$ cat src/rtl/fsm_pkg.sv
// Shared definitions for the serial parity frame receiver: FSM state
// encoding and the even/odd parity constants used by the generator side.
package fsm_pkg;

    // Receiver FSM state encoding
    localparam logic [1:0] IDLE = 2'd0;
    localparam logic [1:0] DATA = 2'd1;
    localparam logic [1:0] PAR  = 2'd2;
    localparam logic [1:0] STOP = 2'd3;

    // Running-parity values, identical to the transmitter's encoding
    localparam logic EVEN = 1'b0;
    localparam logic ODD  = 1'b1;

    // Two-state parity tracker: a 1 on the line flips even <-> odd
    function automatic logic parity_track(input logic cur, input logic bit_in);
        return cur ^ bit_in;
    endfunction

endpackage

$ cat src/rtl/parity_frame_rx.sv
// Serial frame receiver: start(0), DATA_W data bits LSB-first, parity, stop(1).
// Deserialises the word, checks parity and stop bit, and presents the word
// with a one-cycle valid pulse. The word is delivered even when flagged bad.
module parity_frame_rx
    import fsm_pkg::*;
#(
    parameter int DATA_W     = 8,
    parameter int ODD_PARITY = 0
) (
    input  logic              clk,
    input  logic              rst,
    input  logic              x,
    input  logic              x_vld,
    output logic [DATA_W-1:0] data,
    output logic              data_vld,
    output logic              par_err,
    output logic              frm_err,
    output logic              busy
);

    localparam int               CNT_W    = (DATA_W > 1) ? $clog2(DATA_W) : 1;
    localparam logic [CNT_W-1:0] CNT_LAST = CNT_W'(DATA_W - 1);
    localparam logic [CNT_W-1:0] CNT_ONE  = CNT_W'(1);
    // Parity value the data+parity bits must accumulate to
    localparam logic             PAR_EXP  = (ODD_PARITY != 0) ? ODD : EVEN;

    logic [1:0]        state_q,    state_d;
    logic [CNT_W-1:0]  cnt_q,      cnt_d;
    logic [DATA_W-1:0] shreg_q,    shreg_d;
    logic              par_q,      par_d;
    logic              perr_q,     perr_d;
    logic [DATA_W-1:0] data_q,     data_d;
    logic              data_vld_q, data_vld_d;
    logic              par_err_q,  par_err_d;
    logic              frm_err_q,  frm_err_d;

    // Next-state logic: everything advances only on a qualified sample
    always_comb begin
        state_d    = state_q;
        cnt_d      = cnt_q;
        shreg_d    = shreg_q;
        par_d      = par_q;
        perr_d     = perr_q;
        data_d     = data_q;
        par_err_d  = par_err_q;
        frm_err_d  = frm_err_q;
        // The completion pulse lasts exactly one cycle, sample or not
        data_vld_d = 1'b0;

        if (x_vld) begin
            case (state_q)
                IDLE: begin
                    // Any sampled 0 is a start bit, including on a line idling low
                    if (!x) begin
                        state_d = DATA;
                        cnt_d   = '0;
                        par_d   = EVEN;
                    end
                end
                DATA: begin
                    shreg_d[cnt_q] = x;
                    par_d          = parity_track(par_q, x);
                    if (cnt_q == CNT_LAST) begin
                        state_d = PAR;
                        cnt_d   = '0;
                    end else begin
                        cnt_d = cnt_q + CNT_ONE;
                    end
                end
                PAR: begin
                    // 1 means the received parity bit disagrees with the data
                    perr_d  = x ^ par_q ^ PAR_EXP;
                    state_d = STOP;
                end
                STOP: begin
                    // A 0 here is only a framing error, never a new start bit
                    data_d     = shreg_q;
                    data_vld_d = 1'b1;
                    par_err_d  = perr_q;
                    frm_err_d  = ~x;
                    state_d    = IDLE;
                end
                default: begin
                    state_d = IDLE;
                end
            endcase
        end
    end

    // State and output registers; reset abandons any frame in flight
    always_ff @(posedge clk or posedge rst) begin
        if (rst) begin
            state_q    <= IDLE;
            cnt_q      <= '0;
            shreg_q    <= '0;
            par_q      <= EVEN;
            perr_q     <= 1'b0;
            data_q     <= '0;
            data_vld_q <= 1'b0;
            par_err_q  <= 1'b0;
            frm_err_q  <= 1'b0;
        end else begin
            state_q    <= state_d;
            cnt_q      <= cnt_d;
            shreg_q    <= shreg_d;
            par_q      <= par_d;
            perr_q     <= perr_d;
            data_q     <= data_d;
            data_vld_q <= data_vld_d;
            par_err_q  <= par_err_d;
            frm_err_q  <= frm_err_d;
        end
    end

    assign data     = data_q;
    assign data_vld = data_vld_q;
    assign par_err  = par_err_q;
    assign frm_err  = frm_err_q;
    assign busy     = (state_q != IDLE);

endmodule

$ cat config.mk
export PLATFORM = sky130hd
export DESIGN_NAME = parity_frame_rx
export DESIGN_NICKNAME = d
export VERILOG_FILES = /design/src/rtl/fsm_pkg.sv /design/src/rtl/parity_frame_rx.sv
export SDC_FILE = /design/constraint.sdc
export NUM_CORES = 1
export LEC_CHECK = 0
export ABC_AREA = 1
export CAP_MARGIN = 20
export CORE_AREA = 2 2 50 52
export DETAILED_ROUTE_END_ITERATION = 6
export DIE_AREA = 0 0 52 54
export PLACE_DENSITY = 0.91
export SLEW_MARGIN = 20
export SYNTH_ARGS = -nofsm -noshare
export SYNTH_HDL_FRONTEND = slang
export SYNTH_SLANG_ARGS = --single-unit
$ cat constraint.sdc
create_clock -name clk -period 2.17 [get_ports clk]
set_input_delay 0.5425 -clock clk [delete_from_list [all_inputs] [get_ports clk]]
set_output_delay 0.5425 -clock clk [all_outputs]
set_load 0.01 [all_outputs]
==> flow_summary.json, run 1 <==
{
  "antenna_found_initial": 0,
  "drtIter0Drc": 17,
  "stdcell_count": 208,
  "p_per_area_mw_per_mm2": 1149,
  "endpoint_kind": "output pin",
  "cts.clk_slew.worst_paths_ns": 0.13,
  "worstSetupPathType": "reg2out",
  "netlist_area_mm2": 0.001232,
  "hold_slack_ns": 0.4880,
  "yosysWarnings": 0,
  "grt_pass1_wl_um": 3912,
  "first_global_vias": 1027,
  "seq_area_frac_synth_pct": 52.79,
  "clockRootBuffer": "clkbuf_4",
  "cts_sinks": 26,
  "worstRegToRegCells": 7,
  "synthFlopType": "dfrtp_1",
  "grt.overflow.total": 0,
  "vias": 1015,
  "cts_max_path_buffers": 2,
  "finalPower_mw": 1.732,
  "status": "complete, no violations",
  "synthMostInstantiatedCell": "nand2_1",
  "finalWirelength_um": 2252,
  "stdcell_area_mm2": 0.001508,
  "leakagePower_nw": 0.8617,
  "die_y_um": 54,
  "crit_arrival_ns": 1.25,
  "netlist_top_cells_area": "dfrtp_1 53%, nand2_1 23%, ha_1 6.1%, inv_1 5.5%, nand3_1 4.5%",
  "port_buffers": 15,
  "crit_path_cell_trace": "inv_1, ha_1, inv_1, dlymetal6s2s_1",
  "dieArea_mm2": 0.002808,
  "drc_errors": 0,
  "fillers": 185,
  "synth.distinct_cells": 13,
  "placed_area_mm2": 0.001430,
  "slew_violations": 0,
  "synth_top_area_cell": "dfrtp_1",
  "fin_crit_ns": 1.795,
  "skew_ns": 0.004539,
  "layout.nets": 189,
  "synth_fp_nets": 165,
  "slowest_delay_ns": 0.41,
  "chipWidth_um": 52,
  "timing.fmax_mhz": 557.0,
  "num_antenna_cells": 0,
  "io_pins": 16,
  "postCtsHoldBufs": 0,
  "reg2reg_slack_ns": 0.67,
  "tightestPinTransition_ns": 0.3219,
  "syn_inst": 155,
  "worstSkewPairLatency_ns": 0.31,
  "hold_violations": 0,
  "synthTopCellsByCount": "75 x nand2_1, 26 x dfrtp_1, 18 x inv_1, 11 x nand3_1, 7 x nor2_1",
  "drv_cap": 0,
  "hpwl_um": 1694,
  "grt_start_max_net_pins": 27,
  "vias_per_cell": 4.880,
  "synth_edf_count": 0,
  "cts_tree": "done",
  "routedWlPerCell_um": 10.83,
  "final_antenna_net_count": 0,
  "ir_drop_mv": 0.8453,
  "cts-buffers-inserted": 3,
  "r2r-end": "shreg_q[3]$_DFFE_PP0P_",
  "setup_violations": 0,
  "rsz0062_at_grt": "false",
  "setup_ws_ns": 0.3746,
  "min_path_type": "reg2reg",
  "drive_gt1_share_pct": 7.865,
  "area_delta_synth_final_pct": 22.34,
  "cp_max_fo": 4,
  "grt_usage_pct": 18.98,
  "setup_tns_ns": 0,
  "cpMostUsedCell": "inv_1",
  "pre_cts_ws_ns": 0.3106,
  "worstReg2RegStart": "state_q[0]$_DFFE_PP0P_",
  "drt_first_pass_iters": 4,
  "core-area_mm2": 0.002320,
  "gp_congestion": 0.8104,
  "syn_area_per_cell_um2": 7.951,
  "worstSetupEndpoint": "busy",
  "start_util_pct": 53.13,
  "slowest_stage": "dfrtp_1",
  "worstSetupStartpointType": "flop",
  "required_ns": 1.63,
  "utilization_pct": 64.99,
  "synth_top_area_share_pct": 52.79,
  "ys_seq_elements": 26,
  "htreeDepth": 1,
  "relSlewSlack_pct": 78.54,
  "critPathLaunch": "state_q[0]$_DFFE_PP0P_",
  "dp_cells": 201,
  "finalCritPeriodShare_pct": 82.74,
  "num_rows": 18,
  "synthArstFlopShare_pct": 100.0
}
## layout by cell type, fill, tap and decap left out
| cell type | synthesis | final |
|---|---|---|
| ha_1 | 6 | 6 |
| nor2_1 | 7 | 7 |
| clkdlybuf4s50_1 | 0 | 14 |
| bufinv_16 | 0 | 1 |
| clkbuf_4 | 0 | 3 |
| o21ai_2 | 2 | 2 |
| buf_4 | 1 | 6 |
| clkinv_1 | 1 | 1 |
| or2_2 | 1 | 1 |
| o21ai_0 | 5 | 5 |
| nand2_1 | 75 | 75 |
| dlymetal6s2s_1 | 0 | 1 |
| nor2_4 | 1 | 1 |
| nand3_1 | 11 | 11 |
| dfrtp_1 | 26 | 26 |
| inv_1 | 18 | 18 |
## repair_timing
item                       CTS  global route
hold endpoints to repair     0             0
gates resized for setup      0             1
setup endpoints to repair    1             1
buffers inserted             2             1
## routing by layer
| metal | part of all wire (%) | GRT usage, % | vias to the layer above |
|---|---|---|---|
| met4 | 1.6 | 6.579 | 0 |
| met1 | 43 | 19.11 | 469 |
| met3 | 3.2 | 2.500 | 6 |
| li1 | - | - | 519 |
| met5 | 0 | 0 | - |
| met2 | 52 | 39.24 | 21 |
## critical path: cells and delay by family (launching register included)
family                   cells  cell delay (ns)
adder cells (fa/ha/maj)      1             0.21
buffers and inverters        3             0.33
flip-flops                   1             0.41
## cell type report
class | count | area (um^2) | area share (%)
Multi-Input combinational cell | 108 | 498.0 | 33.03
Timing Repair Buffer | 21 | 197.7 | 13.11
Sequential cell | 26 | 650.6 | 43.15
Clock buffer | 3 | 22.52 | 1.494
Inverter | 19 | 71.32 | 4.730
Clock inverter | 1 | 30.03 | 1.992
Tap cell | 30 | 37.54 | 2.490
## worst min path at each step
| stage | from | end | slack, ns | cells after the start |
|---|---|---|---|---|
| 3_3_place_gp | shreg_q[5]$_DFFE_PP0P_ | data[5]$_DFFE_PP0P_ | 0.45 | 2 |
| 4_1_cts | shreg_q[6]$_DFFE_PP0P_ | data[6]$_DFFE_PP0P_ | 0.50 | 2 |
| 3_5_place_dp | shreg_q[6]$_DFFE_PP0P_ | data[6]$_DFFE_PP0P_ | 0.46 | 2 |
| 2_1_floorplan | shreg_q[1]$_DFFE_PP0P_ | data[1]$_DFFE_PP0P_ | 0.44 | 2 |
| 5_1_grt | shreg_q[3]$_DFFE_PP0P_ | data[3]$_DFFE_PP0P_ | 0.52 | 2 |
| 6_report | shreg_q[7]$_DFFE_PP0P_ | data[7]$_DFFE_PP0P_ | 0.49 | 2 |
## state kept, by name, summed over array words and instances (netlist names)
name	cells
data	8
shreg_q	8
cnt_q	3
state_q	2
data_vld	1
frm_err	1
par_err	1
par_q	1
perr_q	1
## power breakdown
group / total [mW] / internal (mW) / switching [mW]
sequential: 0.716 / 0.626 / 0.0896
combinational: 0.691 / 0.306 / 0.386
clock: 0.324 / 0.187 / 0.138
total: 1.73 / 1.12 / 0.613
## cell families after synthesis
logic type	after synthesis	synth area share [%]
buffers and inverters	21	6.801
AO/OA/AOI/OAI	7	3.452
flip-flops	26	52.79
AND/OR/NAND/NOR	95	30.86
adder cells (fa/ha/maj)	6	6.091
No activity file was read; power rests on OpenSTA's default activity.
==> run 2: changes to the inputs <==
- CORE_AREA: 2 2 50 52 -> 2 2 52 54
- DIE_AREA: 0 0 52 54 -> 0 0 54 56
- PLACE_DENSITY: 0.91 -> 0.86
- clock period: 2.17 -> 1.7 ns (I/O delays scaled with it)
==> flow_summary.json, run 2 (synthesis gave the netlist of run 1 again) <==
{
  "first_global_vias": 944,
  "skew_ns": 0.01461,
  "finalCritPeriodShare_pct": 98.33,
  "antenna_found_initial": 0,
  "htreeDepth": 1,
  "leakagePower_nw": 0.9419,
  "crit_cells": 1,
  "clockRootBuffer": "clkbuf_4",
  "worstSkewPairLatency_ns": 0.33,
  "worstRegToRegCells": 6,
  "drtIter0Drc": 33,
  "finalPower_mw": 2.306,
  "drc_errors": 0,
  "cts.clk_slew.worst_paths_ns": 0.15,
  "drt_first_pass_iters": 4,
  "num_rows": 18,
  "cts_max_path_buffers": 2,
  "cts_sinks": 26,
  "worstSetupStartpointType": "flop",
  "utilization_pct": 63.01,
  "grt_usage_pct": 19.10,
  "vias": 1051,
  "p_per_area_mw_per_mm2": 1505,
  "switching_share_pct": 37.05,
  "endpoint_kind": "output pin",
  "tightestPinTransition_ns": 0.3251,
  "io_pins": 16,
  "cts_tree": "done",
  "chipWidth_um": 54,
  "setup_violations": 0,
  "layout_common_cells": "75 x nand2_1, 26 x dfrtp_1, 16 x inv_1, 11 x nand3_1, 9 x clkdlybuf4s50_1",
  "vias_per_cell": 5.029,
  "finalWirelength_um": 2664,
  "grt.overflow.total": 0,
  "drv_cap": 0,
  "required_ns": 1.27,
  "port_buffers": 15,
  "crit_arrival_ns": 1.25,
  "timing.fmax_mhz": 598.2,
  "grt_pass1_wl_um": 4222,
  "crit_path_cell_trace": "clkdlybuf4s50_1",
  "layout.nets": 190,
  "gp_congestion": 0.8280,
  "p_int_mw": 1.452,
  "p_switching_uw": 854.6,
  "p_comb_share_pct": 41.4,
  "relSlewSlack_pct": 78.32,
  "min_path_type": "in2async",
  "area_delta_synth_final_pct": 24.37,
  "worstSetupPathType": "reg2out",
  "fillers": 210,
  "status": "complete, no violations",
  "postCtsHoldBufs": 0,
  "slowest_delay_ns": 0.54,
  "grt_start_max_net_pins": 27,
  "cp_max_fo": 2,
  "start_util_pct": 50.67,
  "ir_drop_mv": 0.9864,
  "final_antenna_net_count": 0,
  "critical_path.top_delay_family": "buffers and inverters",
  "dieArea_mm2": 0.003024,
  "clkPwrFrac_pct": 18.7,
  "fin_crit_ns": 1.672,
  "slowest_stage": "clkdlybuf4s50_1",
  "mostFrequentLayoutCell": "nand2_1",
  "hold_violations": 0,
  "cts-buffers-inserted": 3,
  "slew_violations": 0,
  "routedWlPerCell_um": 12.75,
  "die_y_um": 56,
  "num_antenna_cells": 0,
  "drive_gt1_share_pct": 10.61,
  "path_buf_inv": 1,
  "hpwl_um": 1812,
  "core-area_mm2": 0.002432,
  "seqPwrFrac_pct": 40.0
}
==> run 2: cell types whose count changed in the layout (fill, tap and decap cells not counted) <==
cell and change:
ha_4 +1, ha_1 -1, inv_2 +2, clkdlybuf4s50_1 -5, inv_1 -2, buf_4 +1, clkbuf_2 +1, dlymetal6s2s_1 +4
==> run 2: cell type report <==
class	instances	area, um^2	area share [%]
Timing Repair Buffer	22	210.2	13.71
Clock inverter	1	30.03	1.959
Clock buffer	3	22.52	1.469
Tap cell	30	37.54	2.449
Multi-Input combinational cell	108	510.5	33.31
Inverter	19	71.32	4.653
Sequential cell	26	650.6	42.45
==> run 2: layer usage <==
layer	part of all wire (%)	vias to the layer above	wire length [um]	GRT usage, %
met2	54	33	1434	32.93
li1	-	522	-	-
met1	40	490	1059	23.37
met4	1.7	0	44	7.143
met3	4.7	6	125	2.688
met5	0	-	0	0
==> run 2: power by group through the flow <==
stage / combinational, mW / sequential, mW / clock [mW]
6_report: 0.954 / 0.922 / 0.431
3_3_place_gp: 0.812 / 0.915 / 0
4_1_cts: 0.934 / 0.922 / 0.423
2_1_floorplan: 0.500 / 0.947 / 0
3_5_place_dp: 0.886 / 0.930 / 0
5_1_grt: 1.08 / 0.944 / 0.456
==> run 2: path summary, 6_finish.rpt <==
path                                        start                      to  slack [ns]
max                           data[2]$_DFFE_PP0P_                 data[2]        0.03
min                                           rst     data[0]$_DFFE_PP0P_        0.42
max reg2reg                state_q[1]$_DFFE_PP0P_  shreg_q[5]$_DFFE_PP0P_        0.27
min reg2reg                shreg_q[1]$_DFFE_PP0P_     data[1]$_DFFE_PP0P_        0.48
max in group asynchronous                     rst       par_q$_DFFE_PP0P_        1.03
min in group clk           shreg_q[1]$_DFFE_PP0P_     data[1]$_DFFE_PP0P_        0.48
==> run 2: worst min-delay path: stages <==
cell,delay (ns)
clkdlybuf4s50_1,0.39
inv_1,0.05
buf_4,0.31
==> run 2: repair_timing <==
| item | 4_1_cts | 5_1_grt |
|---|---|---|
| buffers inserted | 1 | 1 |
| setup endpoints to repair | 1 | 7 |
| gates resized for setup | 6 | 6 |
| pin swaps | 1 | 0 |
==> run 2: through the flow <==
stage | TNS, ns | hold slack [ns] | instances | worst slack, ns | cell area (um^2)
2_1_floorplan | 0 | 0.4356 | 155 | 0.5233 | 1232
3_3_place_gp | 0 | 0.4529 | 203 | 0.07508 | 1445
3_5_place_dp | 0 | 0.4554 | 203 | 0.04388 | 1445
4_1_cts | 0 | 0.4407 | 208 | 0.02447 | 1518
5_1_grt | -0.03104 | 0.4586 | 209 | -0.02107 | 1533
6_report | 0 | 0.4196 | 209 | 0.02842 | 1533
==> run 3: changes to the inputs <==
- RECOVER_POWER: unset -> 25
==> flow_summary.json, run 3 (synthesis gave the netlist of run 1 again) <==
{
  "io_pins": 16,
  "layout.nets": 190,
  "worstSetupStartpointType": "flop",
  "skew_ns": 0.01643,
  "cts-buffers-inserted": 3,
  "endpoint_kind": "output pin",
  "core-area_mm2": 0.002432,
  "grt_pass1_wl_um": 4222,
  "crit_cells": 1,
  "finalCritPeriodShare_pct": 98.51,
  "chipWidth_um": 54,
  "antenna_found_initial": 0,
  "hold_violations": 0,
  "worstSetupEndpoint": "data[2]",
  "wl_met2_um": 1435,
  "postCtsHoldBufs": 0,
  "grt_start_max_net_pins": 27,
  "mostFrequentLayoutCell": "nand2_1",
  "area_delta_synth_final_pct": 24.16,
  "grt.overflow.total": 0,
  "worstRegToRegCells": 6,
  "worstSkewPairLatency_ns": 0.33,
  "timing.fmax_mhz": 597.2,
  "vias_per_cell": 5.038,
  "drc_errors": 0,
  "stdcell_count": 209,
  "holdPathStages": 2,
  "htreeDepth": 1,
  "hpwl_um": 1812,
  "setup_violations": 0,
  "cts_sinks": 26,
  "routed-wl-met3_um": 124,
  "dr.max_layer_used": "met4",
  "slew_violations": 0,
  "r2r-end": "shreg_q[5]$_DFFE_PP0P_",
  "status": "complete, no violations",
  "dieArea_mm2": 0.003024,
  "m1WireLength_um": 1057,
  "setup_tns_ns": 0,
  "min_path_type": "reg2reg",
  "cts.clk_slew.worst_paths_ns": 0.16,
  "worstSetupPathType": "reg2out",
  "routedWlPerCell_um": 12.74,
  "grt_usage_pct": 19.10,
  "gp_congestion": 0.8280,
  "critical_path.top_delay_family": "buffers and inverters",
  "final_antenna_net_count": 0,
  "vias": 1053,
  "fillers": 210,
  "slowest_stage": "clkdlybuf4s50_1",
  "ir_drop_mv": 0.9857,
  "slowest_delay_ns": 0.54,
  "worstReg2RegStart": "state_q[1]$_DFFE_PP0P_",
  "critPathLaunch": "data[2]$_DFFE_PP0P_",
  "drive_gt1_share_pct": 10.61,
  "p_per_area_mw_per_mm2": 1507,
  "crit_path_cell_trace": "clkdlybuf4s50_1",
  "drtIter0Drc": 33,
  "num_antenna_cells": 0,
  "first_global_vias": 944,
  "port_buffers": 15,
  "cp_max_fo": 2,
  "dp_cells": 203,
  "fin_crit_ns": 1.675,
  "reg2reg_slack_ns": 0.27,
  "cts_max_path_buffers": 2,
  "leakagePower_nw": 0.9415,
  "die_y_um": 56,
  "required_ns": 1.27,
  "start_util_pct": 50.67,
  "clockRootBuffer": "clkbuf_4",
  "relSlewSlack_pct": 57.84,
  "crit_arrival_ns": 1.25,
  "finalWirelength_um": 2662,
  "layout_common_cells": "75 x nand2_1, 26 x dfrtp_1, 16 x inv_1, 11 x nand3_1, 8 x clkdlybuf4s50_1",
  "drv_cap": 0,
  "utilization_pct": 62.91,
  "num_rows": 18,
  "path_buf_inv": 1,
  "drt_first_pass_iters": 4,
  "tightestPinTransition_ns": 0.6324,
  "cts_tree": "done"
}
[run 3: changes by cell type in the layout (fill, tap and decap cells not counted)]
cell	delta
buf_4	-1
clkbuf_2	+1
clkdlybuf4s50_1	-1
dlygate4sd3_1	+1
[run 3: power breakdown]
group | total, mW | leakage, nW | switching, mW | internal (mW)
logic | 0.952 | 0.565 | 0.540 | 0.413
registers | 0.921 | 0.349 | 0.122 | 0.799
clock network | 0.432 | 0.0279 | 0.194 | 0.238
[run 3: how the worst min path moves through the flow]
stage	start	slack, ns	end
2_1_floorplan	shreg_q[1]$_DFFE_PP0P_	0.44	data[1]$_DFFE_PP0P_
3_3_place_gp	shreg_q[1]$_DFFE_PP0P_	0.45	data[1]$_DFFE_PP0P_
3_5_place_dp	shreg_q[7]$_DFFE_PP0P_	0.46	data[7]$_DFFE_PP0P_
4_1_cts	rst	0.44	data[1]$_DFFE_PP0P_
5_1_grt	shreg_q[5]$_DFFE_PP0P_	0.50	data[5]$_DFFE_PP0P_
6_report	shreg_q[1]$_DFFE_PP0P_	0.48	data[1]$_DFFE_PP0P_
[run 3: per-stage QoR]
| stage | cell area, um^2 | worst slack (ns) | hold WS (ns) | power (mW) |
|---|---|---|---|---|
| after floorplan | 1232 | 0.5233 | 0.4356 | 1.447 |
| after global placement | 1445 | 0.07508 | 0.4529 | 1.728 |
| after detailed placement | 1445 | 0.04388 | 0.4554 | 1.816 |
| after CTS | 1518 | 0.02447 | 0.4407 | 2.279 |
| after global routing | 1530 | -0.02107 | 0.5007 | 2.477 |
| final | 1530 | 0.02539 | 0.4805 | 2.306 |
[run 3: layer usage]
layer / vias up / track usage [%]
li1: 522 / -
met5: - / 0
met4: 0 / 7.143
met3: 6 / 2.688
met1: 492 / 23.37
met2: 33 / 32.93
[run 3: timing repair]
| item | 4_1_cts | 5_1_grt |
|---|---|---|
| setup buffers | 1 | 1 |
| endpoints found under the setup margin | 1 | 7 |
| resized for setup | 6 | 6 |
| pin swaps | 1 | 0 |
[run 3: area by class of cell]
type,instances,area (um^2),area share [%]
multi-input cells,108,510.5,33.36
repair buffers,22,207.7,13.57
well taps,30,37.54,2.453
clock inverters,1,30.03,1.962
flip-flops and latches,26,650.6,42.52
inverters,19,71.32,4.661
clock buffers,3,22.52,1.472
